### src/rtl/mem_if_pkg.sv
// Shared types and helpers for the data-memory responder and its bench.
//   state_t      : responder control states
//   DATA_W       : data word width
//   CNT_W        : width of the wait-state down-counter (LATENCY up to 15)
//   word_aligned : true when a byte address selects a whole 32-bit word
package mem_if_pkg;

  typedef enum logic [1:0] {
    IDLE = 2'd0,
    WAIT = 2'd1,
    RESP = 2'd2
  } state_t;

  localparam int DATA_W = 32;
  localparam int CNT_W  = 4;

  function automatic logic word_aligned(input logic [1:0] addr_lsb);
    return (addr_lsb == 2'b00);
  endfunction

endpackage

### src/rtl/data_mem_responder_if.sv
// Load/store request/response bundle between processor and data memory.
//   req_valid/req_ready : request handshake (accept when both high at a clock edge)
//   req_we, req_addr, req_wdata : request payload (store flag, byte address, store data)
//   resp_valid, resp_rdata, resp_err : one-cycle response pulse with load data / error flag
//   busy : a request is in flight
// master = processor side, slave = memory responder side.
interface data_mem_responder_if #(
  parameter int ADDR_W = 32
);
  logic              req_valid;
  logic              req_we;
  logic [ADDR_W-1:0] req_addr;
  logic [31:0]       req_wdata;
  logic              req_ready;
  logic              resp_valid;
  logic [31:0]       resp_rdata;
  logic              resp_err;
  logic              busy;

  modport master (
    output req_valid, req_we, req_addr, req_wdata,
    input  req_ready, resp_valid, resp_rdata, resp_err, busy
  );

  modport slave (
    input  req_valid, req_we, req_addr, req_wdata,
    output req_ready, resp_valid, resp_rdata, resp_err, busy
  );
endinterface

### src/rtl/word_ram.sv
// Single-port DEPTH_WORDS x 32 word store with synchronous write and a
// registered read taken on an enable strobe. Contents are never reset.
//   clock   : rising-edge clock
//   i_we    : write strobe, writes i_wdata to word i_idx
//   i_re    : read strobe, loads o_rdata from word i_idx
//   i_idx   : word index
//   i_wdata : write data
//   o_rdata : registered read data (holds between read strobes)
module word_ram
  import mem_if_pkg::*;
#(
  parameter int DEPTH_WORDS = 64,
  parameter int IDX_W       = 6
) (
  input  logic              clock,
  input  logic              i_we,
  input  logic              i_re,
  input  logic [IDX_W-1:0]  i_idx,
  input  logic [DATA_W-1:0] i_wdata,
  output logic [DATA_W-1:0] o_rdata
);

  // Power-up contents are zero; reset deliberately leaves them alone.
  logic [DATA_W-1:0] r_mem [DEPTH_WORDS] = '{default: '0};
  logic [DATA_W-1:0] r_rdata = '0;

  always_ff @(posedge clock) begin
    if (i_we) begin
      r_mem[i_idx] <= i_wdata;
    end
    if (i_re) begin
      r_rdata <= r_mem[i_idx];
    end
  end

  assign o_rdata = r_rdata;

endmodule

### src/rtl/data_mem_responder.sv
// Word-addressed data-memory responder for the processor load/store port.
// Accepts one request at a time, holds it for LATENCY clock edges, then
// commits the store or reads the word and emits a one-cycle response.
//   clock : system clock, rising edge
//   reset : synchronous, active-high; drops any in-flight request
//   bus   : slave end of data_mem_responder_if (request/response signals, busy)
//
// state | meaning
// IDLE  | ready for a request, no response pending
// WAIT  | request captured, counting wait states down to the commit edge
// RESP  | response pulse cycle; a new request may be accepted here
module data_mem_responder
  import mem_if_pkg::*;
#(
  parameter int DEPTH_WORDS = 64,
  parameter int LATENCY     = 2,
  parameter int ADDR_W      = 32
) (
  input  logic                 clock,
  input  logic                 reset,
  data_mem_responder_if.slave  bus
);

  localparam int                IDX_W    = (DEPTH_WORDS > 1) ? $clog2(DEPTH_WORDS) : 1;
  localparam logic [ADDR_W-1:0] DEPTH_L  = ADDR_W'(DEPTH_WORDS);
  localparam logic [CNT_W-1:0]  CNT_LOAD = CNT_W'(LATENCY - 1);

  state_t            r_state;
  state_t            w_next;
  logic [CNT_W-1:0]  r_cnt;
  logic              r_we;
  logic              r_err;
  logic              r_rd_ok;
  logic [IDX_W-1:0]  r_idx;
  logic [DATA_W-1:0] r_wdata;

  logic              w_accept;
  logic              w_commit;
  logic [ADDR_W-1:0] w_word;
  logic              w_req_err;
  logic [DATA_W-1:0] w_ram_rdata;

  // Full upper address is compared against the depth so high bits never alias.
  assign w_word    = {2'b00, bus.req_addr[ADDR_W-1:2]};
  assign w_req_err = !word_aligned(bus.req_addr[1:0]) || (w_word >= DEPTH_L);

  always_ff @(posedge clock) begin
    if (reset) begin
      r_state <= IDLE;
      r_cnt   <= '0;
      r_we    <= 1'b0;
      r_err   <= 1'b0;
      r_rd_ok <= 1'b0;
      r_idx   <= '0;
      r_wdata <= '0;
    end else begin
      r_state <= w_next;
      if (w_accept) begin
        r_cnt   <= CNT_LOAD;
        r_we    <= bus.req_we;
        r_err   <= w_req_err;
        r_idx   <= bus.req_addr[IDX_W+1:2];
        r_wdata <= bus.req_wdata;
      end else if (r_state == WAIT && r_cnt != '0) begin
        r_cnt <= r_cnt - 1'b1;
      end
      if (w_commit) begin
        r_rd_ok <= !r_we && !r_err;
      end
    end
  end

  always_comb begin
    w_next         = r_state;
    w_accept       = 1'b0;
    w_commit       = 1'b0;
    bus.req_ready  = 1'b0;
    bus.busy       = 1'b0;
    bus.resp_valid = 1'b0;
    case (r_state)
      IDLE: begin
        bus.req_ready = 1'b1;
        if (bus.req_valid) begin
          w_accept = 1'b1;
          w_next   = WAIT;
        end
      end
      WAIT: begin
        bus.busy = 1'b1;
        if (r_cnt == '0) begin
          w_commit = 1'b1;
          w_next   = RESP;
        end
      end
      RESP: begin
        bus.req_ready  = 1'b1;
        bus.resp_valid = 1'b1;
        if (bus.req_valid) begin
          w_accept = 1'b1;
          w_next   = WAIT;
        end else begin
          w_next = IDLE;
        end
      end
      default: w_next = IDLE;
    endcase
  end

  // Store strobe is gated by reset so a reset on the commit edge drops the write.
  word_ram #(
    .DEPTH_WORDS (DEPTH_WORDS),
    .IDX_W       (IDX_W)
  ) u_ram (
    .clock   (clock),
    .i_we    (w_commit && r_we && !r_err && !reset),
    .i_re    (w_commit && !r_we && !r_err),
    .i_idx   (r_idx),
    .i_wdata (r_wdata),
    .o_rdata (w_ram_rdata)
  );

  // RAM read register is not reset, so the outputs are qualified by state.
  assign bus.resp_rdata = (r_state == RESP && r_rd_ok) ? w_ram_rdata : '0;
  assign bus.resp_err   = (r_state == RESP) && r_err;

endmodule
### src/flat_wrapper.sv
// flat-port wrapper written by rule: the top's interface ports become plain ports
module data_mem_responder_flat import mem_if_pkg::*;
#(
  parameter int DEPTH_WORDS = 64,
  parameter int LATENCY     = 2,
  parameter int ADDR_W      = 32
)
  (clock, reset, bus_req_valid, bus_req_we, bus_req_addr, bus_req_wdata, bus_req_ready, bus_resp_valid, bus_resp_rdata, bus_resp_err, bus_busy);
  data_mem_responder_if #(.ADDR_W(ADDR_W)) bus_i ();
  input  logic clock;
  input  logic reset;
  input wire logic [$bits(bus_i.req_valid)-1:0] bus_req_valid;
  input wire logic [$bits(bus_i.req_we)-1:0] bus_req_we;
  input wire logic [$bits(bus_i.req_addr)-1:0] bus_req_addr;
  input wire logic [$bits(bus_i.req_wdata)-1:0] bus_req_wdata;
  output wire logic [$bits(bus_i.req_ready)-1:0] bus_req_ready;
  output wire logic [$bits(bus_i.resp_valid)-1:0] bus_resp_valid;
  output wire logic [$bits(bus_i.resp_rdata)-1:0] bus_resp_rdata;
  output wire logic [$bits(bus_i.resp_err)-1:0] bus_resp_err;
  output wire logic [$bits(bus_i.busy)-1:0] bus_busy;
  assign bus_i.req_valid = bus_req_valid;
  assign bus_i.req_we = bus_req_we;
  assign bus_i.req_addr = bus_req_addr;
  assign bus_i.req_wdata = bus_req_wdata;
  assign bus_req_ready = bus_i.req_ready;
  assign bus_resp_valid = bus_i.resp_valid;
  assign bus_resp_rdata = bus_i.resp_rdata;
  assign bus_resp_err = bus_i.resp_err;
  assign bus_busy = bus_i.busy;
  data_mem_responder #(.DEPTH_WORDS(DEPTH_WORDS), .LATENCY(LATENCY), .ADDR_W(ADDR_W)) u_core (.clock(clock), .reset(reset), .bus(bus_i));
endmodule
### config.mk
export PLATFORM = sky130hd
export DESIGN_NAME = data_mem_responder_flat
export DESIGN_NICKNAME = d
export VERILOG_FILES = /design/src/rtl/mem_if_pkg.sv /design/src/rtl/data_mem_responder_if.sv /design/src/rtl/word_ram.sv /design/src/rtl/data_mem_responder.sv /design/src/flat_wrapper.sv
export SDC_FILE = /design/constraint.sdc
export NUM_CORES = 2
export LEC_CHECK = 0
export BUFFER_PORTS_ARGS = -buffer_cell sky130_fd_sc_hd__buf_2
export CORE_ASPECT_RATIO = 0.75
export CORE_UTILIZATION = 42
export CTS_BUF_LIST = sky130_fd_sc_hd__clkbuf_2 sky130_fd_sc_hd__clkbuf_4 sky130_fd_sc_hd__clkbuf_8
export CTS_CLUSTER_SIZE = 16
export DETAILED_ROUTE_END_ITERATION = 16
export PLACE_DENSITY = 0.61
export SLEW_MARGIN = 20
export SYNTH_ARGS = -nofsm -noshare
export SYNTH_HDL_FRONTEND = slang
export SYNTH_SLANG_ARGS = --single-unit
### constraint.sdc
create_clock -name clock -period 6 [get_ports clock]
set_input_delay 0.3 -clock clock [delete_from_list [all_inputs] [get_ports clock]]
set_output_delay 0.3 -clock clock [all_outputs]
set_load 0.05 [all_outputs]
==> Yosys cells after proc, flatten, opt, wreduce, memory -nomap -nowiden <==
Memories as Yosys holds them, arrays and structs flattened. A register that Yosys moved wholly into a read port is not among the register bits.
Cells that the tools add are included.
{ "word_totals": {"regBits": 47, "latch_bits": 0, "ramBits": 2048, "romBits": 0, "memories": 1} }
{ "op_classes": {"n_addsub": 1, "multipliers": 0, "n_div": 0, "n_lt_le_gt_ge": 1, "n_eq_ne": 4, "shift": 0, "mux": 16, "bitwise": 0, "reduce_logical": 22} }
{ "memory_table": {"columns": ["name", "depth", "width", "read_ports", "rd_clocked_by_memory_dff", "write_ports", "line", "text"], "rows": [
  ["u_core.u_ram.r_mem", 64, 32, 1, 1, 1, "word_ram.sv:24", "logic [DATA_W-1:0] r_mem [DEPTH_WORDS] = '{default: '0};"]
]} }
{ "ops": {"columns": ["operator", "count"], "rows": [
  ["32-bit 2-to-1 mux", 1],
  ["30-bit by 7-bit >= comparator with 1-bit output, second input constant", 1],
  ["1-bit 2-to-1 mux", 12],
  ["1-bit logical AND", 9],
  ["2-bit one-hot mux with 3 select lines", 1],
  ["1-bit zero test", 4],
  ["2-bit zero test", 2],
  ["4-bit zero test", 1],
  ["2-bit 2-to-1 mux", 2],
  ["2-bit != test, second input constant", 2],
  ["4-bit nonzero test", 1],
  ["2-bit OR reduction", 2],
  ["4-bit by 1-bit subtractor with 4-bit output, second input constant", 1],
  ["2-bit by 1-bit == test with 1-bit output, second input constant", 1],
  ["2-bit == test, second input constant", 1],
  ["2-bit AND reduction", 1],
  ["2-bit nonzero test", 1],
  ["1-bit logical OR", 1]
]} }

==> Longest topological paths before layout <==
{ "logic_depth": {"ltp_word": 8, "ltp_mapped": 12, "ltp_nobuf": 8} }

==> Cells and area by module <==
From an unflattened synthesis, not the netlist that was laid out.
{ "unflattened": {"hier_cells": 4501, "area_unflattened_um2": 81240.4} }
{ "by_module_without_submodules": {"columns": ["module", "n_inst", "cells_per_inst", "area_each_um2", "seq_area_each_um2"], "rows": [
  ["word_ram", 1, 4239, 79248.5, 62459.9],
  ["data_mem_responder", 1, 262, 1991.9, 940.9]
]} }

==> Least setup slack after synthesis <==
OpenSTA, ideal clock, no wires.
{ "synth_timing": {"path_kind": "reg-to-reg", "from": "register u_core.r_state[0]", "to": "register u_core.u_ram.r_rdata[0] (netlist: u_core.u_ram.o_rdata[0]), read port of u_core.u_ram.r_mem, enable pin", "setup_time_ps": 464, "arrival_ps": 3922, "required_time_ps": 5536, "slack_ps": 1614, "path_stages_with_launch": 5, "period_less_slack_ps": 4386, "cell_sequence": "dfxtp_1 > inv_1 > nor2_1 > nand2_1 > nor3_1"} }
{ "synth_via": {"elab_chain_cells": 4} }
{ "synth_lines": {"columns": ["element", "line", "text"], "rows": [
  ["start: declaration", "data_mem_responder.sv:28", "state_t r_state;"],
  ["start signal: assignment", "data_mem_responder.sv:57", "r_state <= w_next;"],
  ["2-bit by 1-bit == test with 1-bit output", "data_mem_responder.sv:80", "case (r_state)"],
  ["1-bit 2-to-1 mux", "data_mem_responder.sv:80", null],
  ["1-bit logical AND (2 in series)", "data_mem_responder.sv:116", ".i_re (w_commit && !r_we && !r_err),"],
  ["named net u_core.u_ram.i_re", "word_ram.sv:17", "input logic i_re,"],
  ["end: declaration", "word_ram.sv:25", "logic [DATA_W-1:0] r_rdata = '0;"]
]} }
The timed path passes the listed nets, and every way through them passes these cells.
A chain may end at the register's enable or synchronous reset.

==> Worst setup path after layout <==
{ "layout_timing": {"from": "register u_core.r_idx[1]", "to": "memory u_core.u_ram.r_mem[50][21], enable pin"} }
{ "layout_lines": {"columns": ["element", "line", "text"], "rows": [
  ["start: declaration", "data_mem_responder.sv:34", "logic [IDX_W-1:0] r_idx;"],
  ["start signal: assignment", "data_mem_responder.sv:62", "r_idx <= bus.req_addr[IDX_W+1:2];"],
  ["end: declaration", "word_ram.sv:24", null]
]} }
Straight into the memory's write port.

==> results.rst <==
.. list-table::
   :header-rows: 1

   * - Metric
     - Value
   * - Commonest non-fill, non-tap cell in the layout
     - sky130_fd_sc_hd__edfxtp_1
   * - Number of buffers and inverters on the critical path
     - 1
   * - Worst reg2reg setup slack
     - 1.52 ns
   * - Relative max-transition margin
     - 19.35%
   * - Antenna-violating nets left
     - 0
   * - XOR/XNOR share of the synthesized area
     - 0.02196%
   * - Post-detailed-placement half-perimeter wirelength
     - 145.0 mm
   * - Predominant post-synthesis flop cell
     - sky130_fd_sc_hd__edfxtp_1
   * - Slowest CP cell
     - sky130_fd_sc_hd__nor2_4
   * - Slowest stage delay, CP
     - 0.87 ns
   * - Floorplan die height
     - 379.4 µm
   * - Number of antenna violations at the first check in global routing
     - 7
   * - Areal power density over the cells
     - 325.1 nW/µm²
   * - Switching Share
     - 23.11%
   * - Starting Density
     - 42.27%
   * - Switch Pwr
     - 6.885 mW
   * - Core Box Area
     - 188700 µm²
   * - Combinational share of power
     - 5.5%
   * - Avg Cell Area, Syn
     - 17.70 µm²
   * - Area of the die
     - 191700 µm²
   * - Number of rows in the core area
     - 138
   * - H-tree levels
     - 5
   * - Clk buf depth
     - 4
   * - Async set-reset flop share out of synthesis
     - 0%
   * - Global Route Usage Sum
     - 25.16%
   * - Count of endpoints failing setup in the final report
     - 0
   * - Kind of end point of the critical path
     - flip-flop
   * - Warnings, synthesis
     - 0
   * - Syn-to-layout area delta
     - 14.89%
   * - Met3 wirelength from detailed routing
     - 28.15 mm
   * - F_max
     - 0.2233 GHz
   * - TritonCTS clock tree
     - built
   * - Total negative slack
     - 0 ns
   * - Type of the worst setup path
     - flip-flop to flip-flop
   * - Arrival time worst endpoint
     - 5.16 ns
   * - Number of violations of the max-capacitance limit
     - 0
   * - Number of gates resized after cts
     - 0
   * - RD Place Congestion
     - 0.8794
   * - Cell count after synthesis
     - 4507
   * - Post-layout instance area
     - 91650 µm²
   * - First-pass GRT wire length
     - 344.0 mm
   * - Register bit total from synthesis
     - 2127
   * - Total wire length after detailed routing
     - 244.5 mm
   * - Cell variety after synth
     - 61
   * - Met1 Routed Length
     - 101.3 mm
   * - Cell leakage power
     - 29.96 nW
   * - Worst clock skew
     - 0.07387 ns
   * - Unrepaired setup endpoints after global routing
     - no
   * - DP Worst Slack
     - 1.683 ns
   * - Worst Path Required
     - 6.69 ns
   * - Drt drc
     - 0
   * - Highest metal layer used by the detailed router
     - met5
   * - TritonCTS Sinks
     - 2127
   * - Critical path peak fanout
     - 40
   * - Clk slew on worst S/H paths
     - 0.06 ns
   * - Share of power burned in registers
     - 55.6%
   * - Largest net degree at the start of global routing
     - 74
   * - Hold Fails Final Rpt
     - 0
   * - Commonest cells after routing, fill and taps aside
     - sky130_fd_sc_hd__edfxtp_1 (2080), sky130_fd_sc_hd__a22oi_1 (489), sky130_fd_sc_hd__clkbuf_8 (334), sky130_fd_sc_hd__a221oi_1 (252)
   * - Category of the worst setup path launch point
     - flip-flop
   * - Worst-margin pin slew
     - 1.207 ns
   * - Floorplan die width
     - 505.2 µm
   * - Clock latency reported for the late side of the worst-skew pair
     - 1.06 ns
   * - Most common cell on crit path
     - sky130_fd_sc_hd__nor2_4
   * - Synth Area in Compound Gates
     - 11.73%
   * - Area after detailed placement
     - 84130 µm²
   * - Total of buffers placed on input and output ports
     - 103
   * - Number of global-route vias before repair
     - 46247
   * - Fraction of the mapped netlist area in adder cells
     - 0.01568%
   * - Met2 routed WL
     - 106.5 mm
   * - Post-layout worst setup margin
     - 1.521 ns
   * - Kind of cell adding the most delay to the critical path
     - simple AND/OR/NAND/NOR gates
   * - Slew Viols, Final
     - 0
   * - Cell area after synthesis
     - 79770 µm²
   * - Outcome
     - finished clean
   * - Register area share after synthesis
     - 79.48%
   * - Hold crit path type
     - input port to flip-flop
   * - Cell-internal power
     - 22.91 mW
   * - Total global routing overflow
     - 0
   * - First-iteration detailed-routing DRC count
     - 7470
   * - Number of search-and-repair iterations in the first detailed-routing pass
     - 9
   * - Number of enable-type register cells in the synthesized netlist
     - 2080
   * - CTS buffer count
     - 327
   * - Clock Tree Root
     - sky130_fd_sc_hd__clkbuf_8
   * - # IOs
     - 104
   * - Net count, final
     - 4981
   * - Via count
     - 48035
   * - Clock share of power
     - 38.9%
   * - Critical-path cell list
     - nand2b_1 > nor2_4 > nand2_1 > nor2_4 > buf_4
   * - Dominant combinational cell family by area after synthesis
     - compound AO/OA/AOI/OAI gates
   * - Detail-routed net length per standard cell
     - 31.89 µm
   * - Final period utilization
     - 74.65%
   * - Via density per instance
     - 6.265
   * - Final Critical Period
     - 4.479 ns
   * - Worst supply voltage drop on vdd
     - 197.9 µV
   * - Layout cells sized above 1
     - 19.59%
   * - Multiplexer area fraction after synthesis
     - 3.703%
   * - Nets in the synthesized netlist
     - 4576
   * - Synthesized-area fraction occupied by and/or/nand/nor cells
     - 3.160%
[area by class of cell]
class	instances	area, µm²
Fill cell	15613	97080
Timing Repair Buffer	411	3391
Tap cell	2520	3153
Multi-Input combinational cell	2038	15520
Clock inverter	113	623.1
Antenna cell	7	17.52
Inverter	7	30.03
Clock buffer	444	5423
Sequential cell	2127	63490
[synth_stat cells, types with 4 or more instances]
| cell type | count | share of area (%) |
|---|---|---|
| sky130_fd_sc_hd__nor3_1 | 79 | 0.50 |
| sky130_fd_sc_hd__nand4_1 | 55 | 0.43 |
| sky130_fd_sc_hd__buf_2 | 88 | 0.55 |
| sky130_fd_sc_hd__or4_1 | 6 | 0.056 |
| sky130_fd_sc_hd__or3_1 | 6 | 0.047 |
| sky130_fd_sc_hd__o2bb2ai_1 | 11 | 0.12 |
| sky130_fd_sc_hd__a21o_1 | 10 | 0.094 |
| sky130_fd_sc_hd__o32ai_1 | 9 | 0.099 |
| sky130_fd_sc_hd__o211a_1 | 10 | 0.13 |
| sky130_fd_sc_hd__a221o_1 | 33 | 0.41 |
| sky130_fd_sc_hd__and3_1 | 36 | 0.28 |
| sky130_fd_sc_hd__nor2b_1 | 11 | 0.086 |
| sky130_fd_sc_hd__buf_6 | 8 | 0.11 |
| sky130_fd_sc_hd__a41o_1 | 11 | 0.14 |
| sky130_fd_sc_hd__a21oi_1 | 122 | 0.77 |
| sky130_fd_sc_hd__a221oi_1 | 253 | 2.8 |
| sky130_fd_sc_hd__nand3b_1 | 4 | 0.038 |
| sky130_fd_sc_hd__a211o_1 | 10 | 0.11 |
| sky130_fd_sc_hd__buf_1 | 41 | 0.19 |
| sky130_fd_sc_hd__o211ai_1 | 4 | 0.038 |
| sky130_fd_sc_hd__mux2i_1 | 165 | 2.1 |
| sky130_fd_sc_hd__nand3_1 | 5 | 0.031 |
| sky130_fd_sc_hd__mux2_2 | 77 | 1.1 |
| sky130_fd_sc_hd__dfxtp_1 | 47 | 1.2 |
| sky130_fd_sc_hd__nor2_1 | 152 | 0.72 |
| sky130_fd_sc_hd__a41oi_1 | 10 | 0.11 |
| sky130_fd_sc_hd__nand2b_1 | 6 | 0.047 |
| sky130_fd_sc_hd__nor4_1 | 16 | 0.13 |
| sky130_fd_sc_hd__and2_1 | 5 | 0.039 |
| sky130_fd_sc_hd__a31oi_1 | 14 | 0.11 |
| sky130_fd_sc_hd__o22ai_1 | 101 | 0.79 |
| sky130_fd_sc_hd__a222oi_1 | 25 | 0.31 |
| sky130_fd_sc_hd__nand2_1 | 142 | 0.67 |
| sky130_fd_sc_hd__inv_1 | 4 | 0.019 |
| sky130_fd_sc_hd__buf_4 | 15 | 0.14 |
| sky130_fd_sc_hd__o221ai_1 | 15 | 0.16 |
| sky130_fd_sc_hd__o21ai_0 | 66 | 0.41 |
| sky130_fd_sc_hd__a22o_1 | 31 | 0.34 |
| sky130_fd_sc_hd__clkbuf_1 | 183 | 0.86 |
| sky130_fd_sc_hd__mux4_2 | 18 | 0.51 |
| sky130_fd_sc_hd__a22oi_1 | 489 | 4.6 |
| sky130_fd_sc_hd__edfxtp_1 | 2080 | 78 |
[tightest hold or removal path, cell delays in order]
cell and delay, ns:
sky130_fd_sc_hd__buf_2 0.10, sky130_fd_sc_hd__nor2b_2 0.21, sky130_fd_sc_hd__buf_4 0.26, sky130_fd_sc_hd__nor3_1 0.19
[state kept, by name, indices dropped and copies added, names as in the netlist]
name and count:
u_core.r_err 1, u_core.r_state 2, u_core.r_idx 6, u_core.u_ram.r_mem 2048
u_core.r_rd_ok 1, u_core.r_we 1, u_core.r_cnt 4, u_core.r_wdata 32
u_core.u_ram.o_rdata 32
[metrics by stage]
stage                     hold WS (ns)  power [mW]  utilization (%)  instances
final                          0.07846       29.79            48.56       7667
after global routing            0.1052       30.58            48.55       7661
after CTS                     0.002229       29.87            48.46       7653
after detailed placement        0.4443       18.42            44.58       6969
after global placement          0.4440       18.40            44.54       6966
after floorplan                 0.4360       17.63                -       4507
[repair_timing]
item / in CTS / in global routing
endpoints found under the hold margin: 47 / 0
hold buffers: 127 / 0
buffers inserted: 0 / 0
[cells by family after synthesis]
kind of cell | Yosys count
muxes | 262
AOI/OAI and AO/OA | 1240
DFF | 2127
and+or+nand+nor | 533
xor gates and xnor gates | 2
buffers and inverters | 342
adders and majority gates | 1
[worst paths after layout]
check	startpoint	endpoint	depth (start not counted)
worst max-delay path	u_core.r_idx[1]$_SDFFE_PP0P_	u_core.u_ram.r_mem[50][21]$_DFFE_PP_	5
worst max register to register	u_core.r_idx[1]$_SDFFE_PP0P_	u_core.u_ram.r_mem[50][21]$_DFFE_PP_	5
worst min-delay path	bus_req_valid	u_core.r_cnt[2]$_SDFFE_PP0P_	4
worst min register to register	u_core.r_cnt[2]$_SDFFE_PP0P_	u_core.r_cnt[2]$_SDFFE_PP0P_	2
[power by group through the flow]
stage | Sequential, mW | Clock, mW | Combinational [mW]
finish | 16.6 | 11.6 | 1.64
global route | 16.6 | 12.3 | 1.70
CTS | 16.6 | 11.7 | 1.60
detailed placement | 16.9 | 0 | 1.53
global placement | 16.9 | 0 | 1.52
floorplan | 16.8 | 0 | 0.812
[per-layer routing]
metal,up-vias,GRT usage (%)
met5,-,0
met4,6,9.655
met3,475,5.272
met2,3285,36.90
met1,24593,36.74
li1,19676,-
No activity file was read; power rests on OpenSTA's default activity.
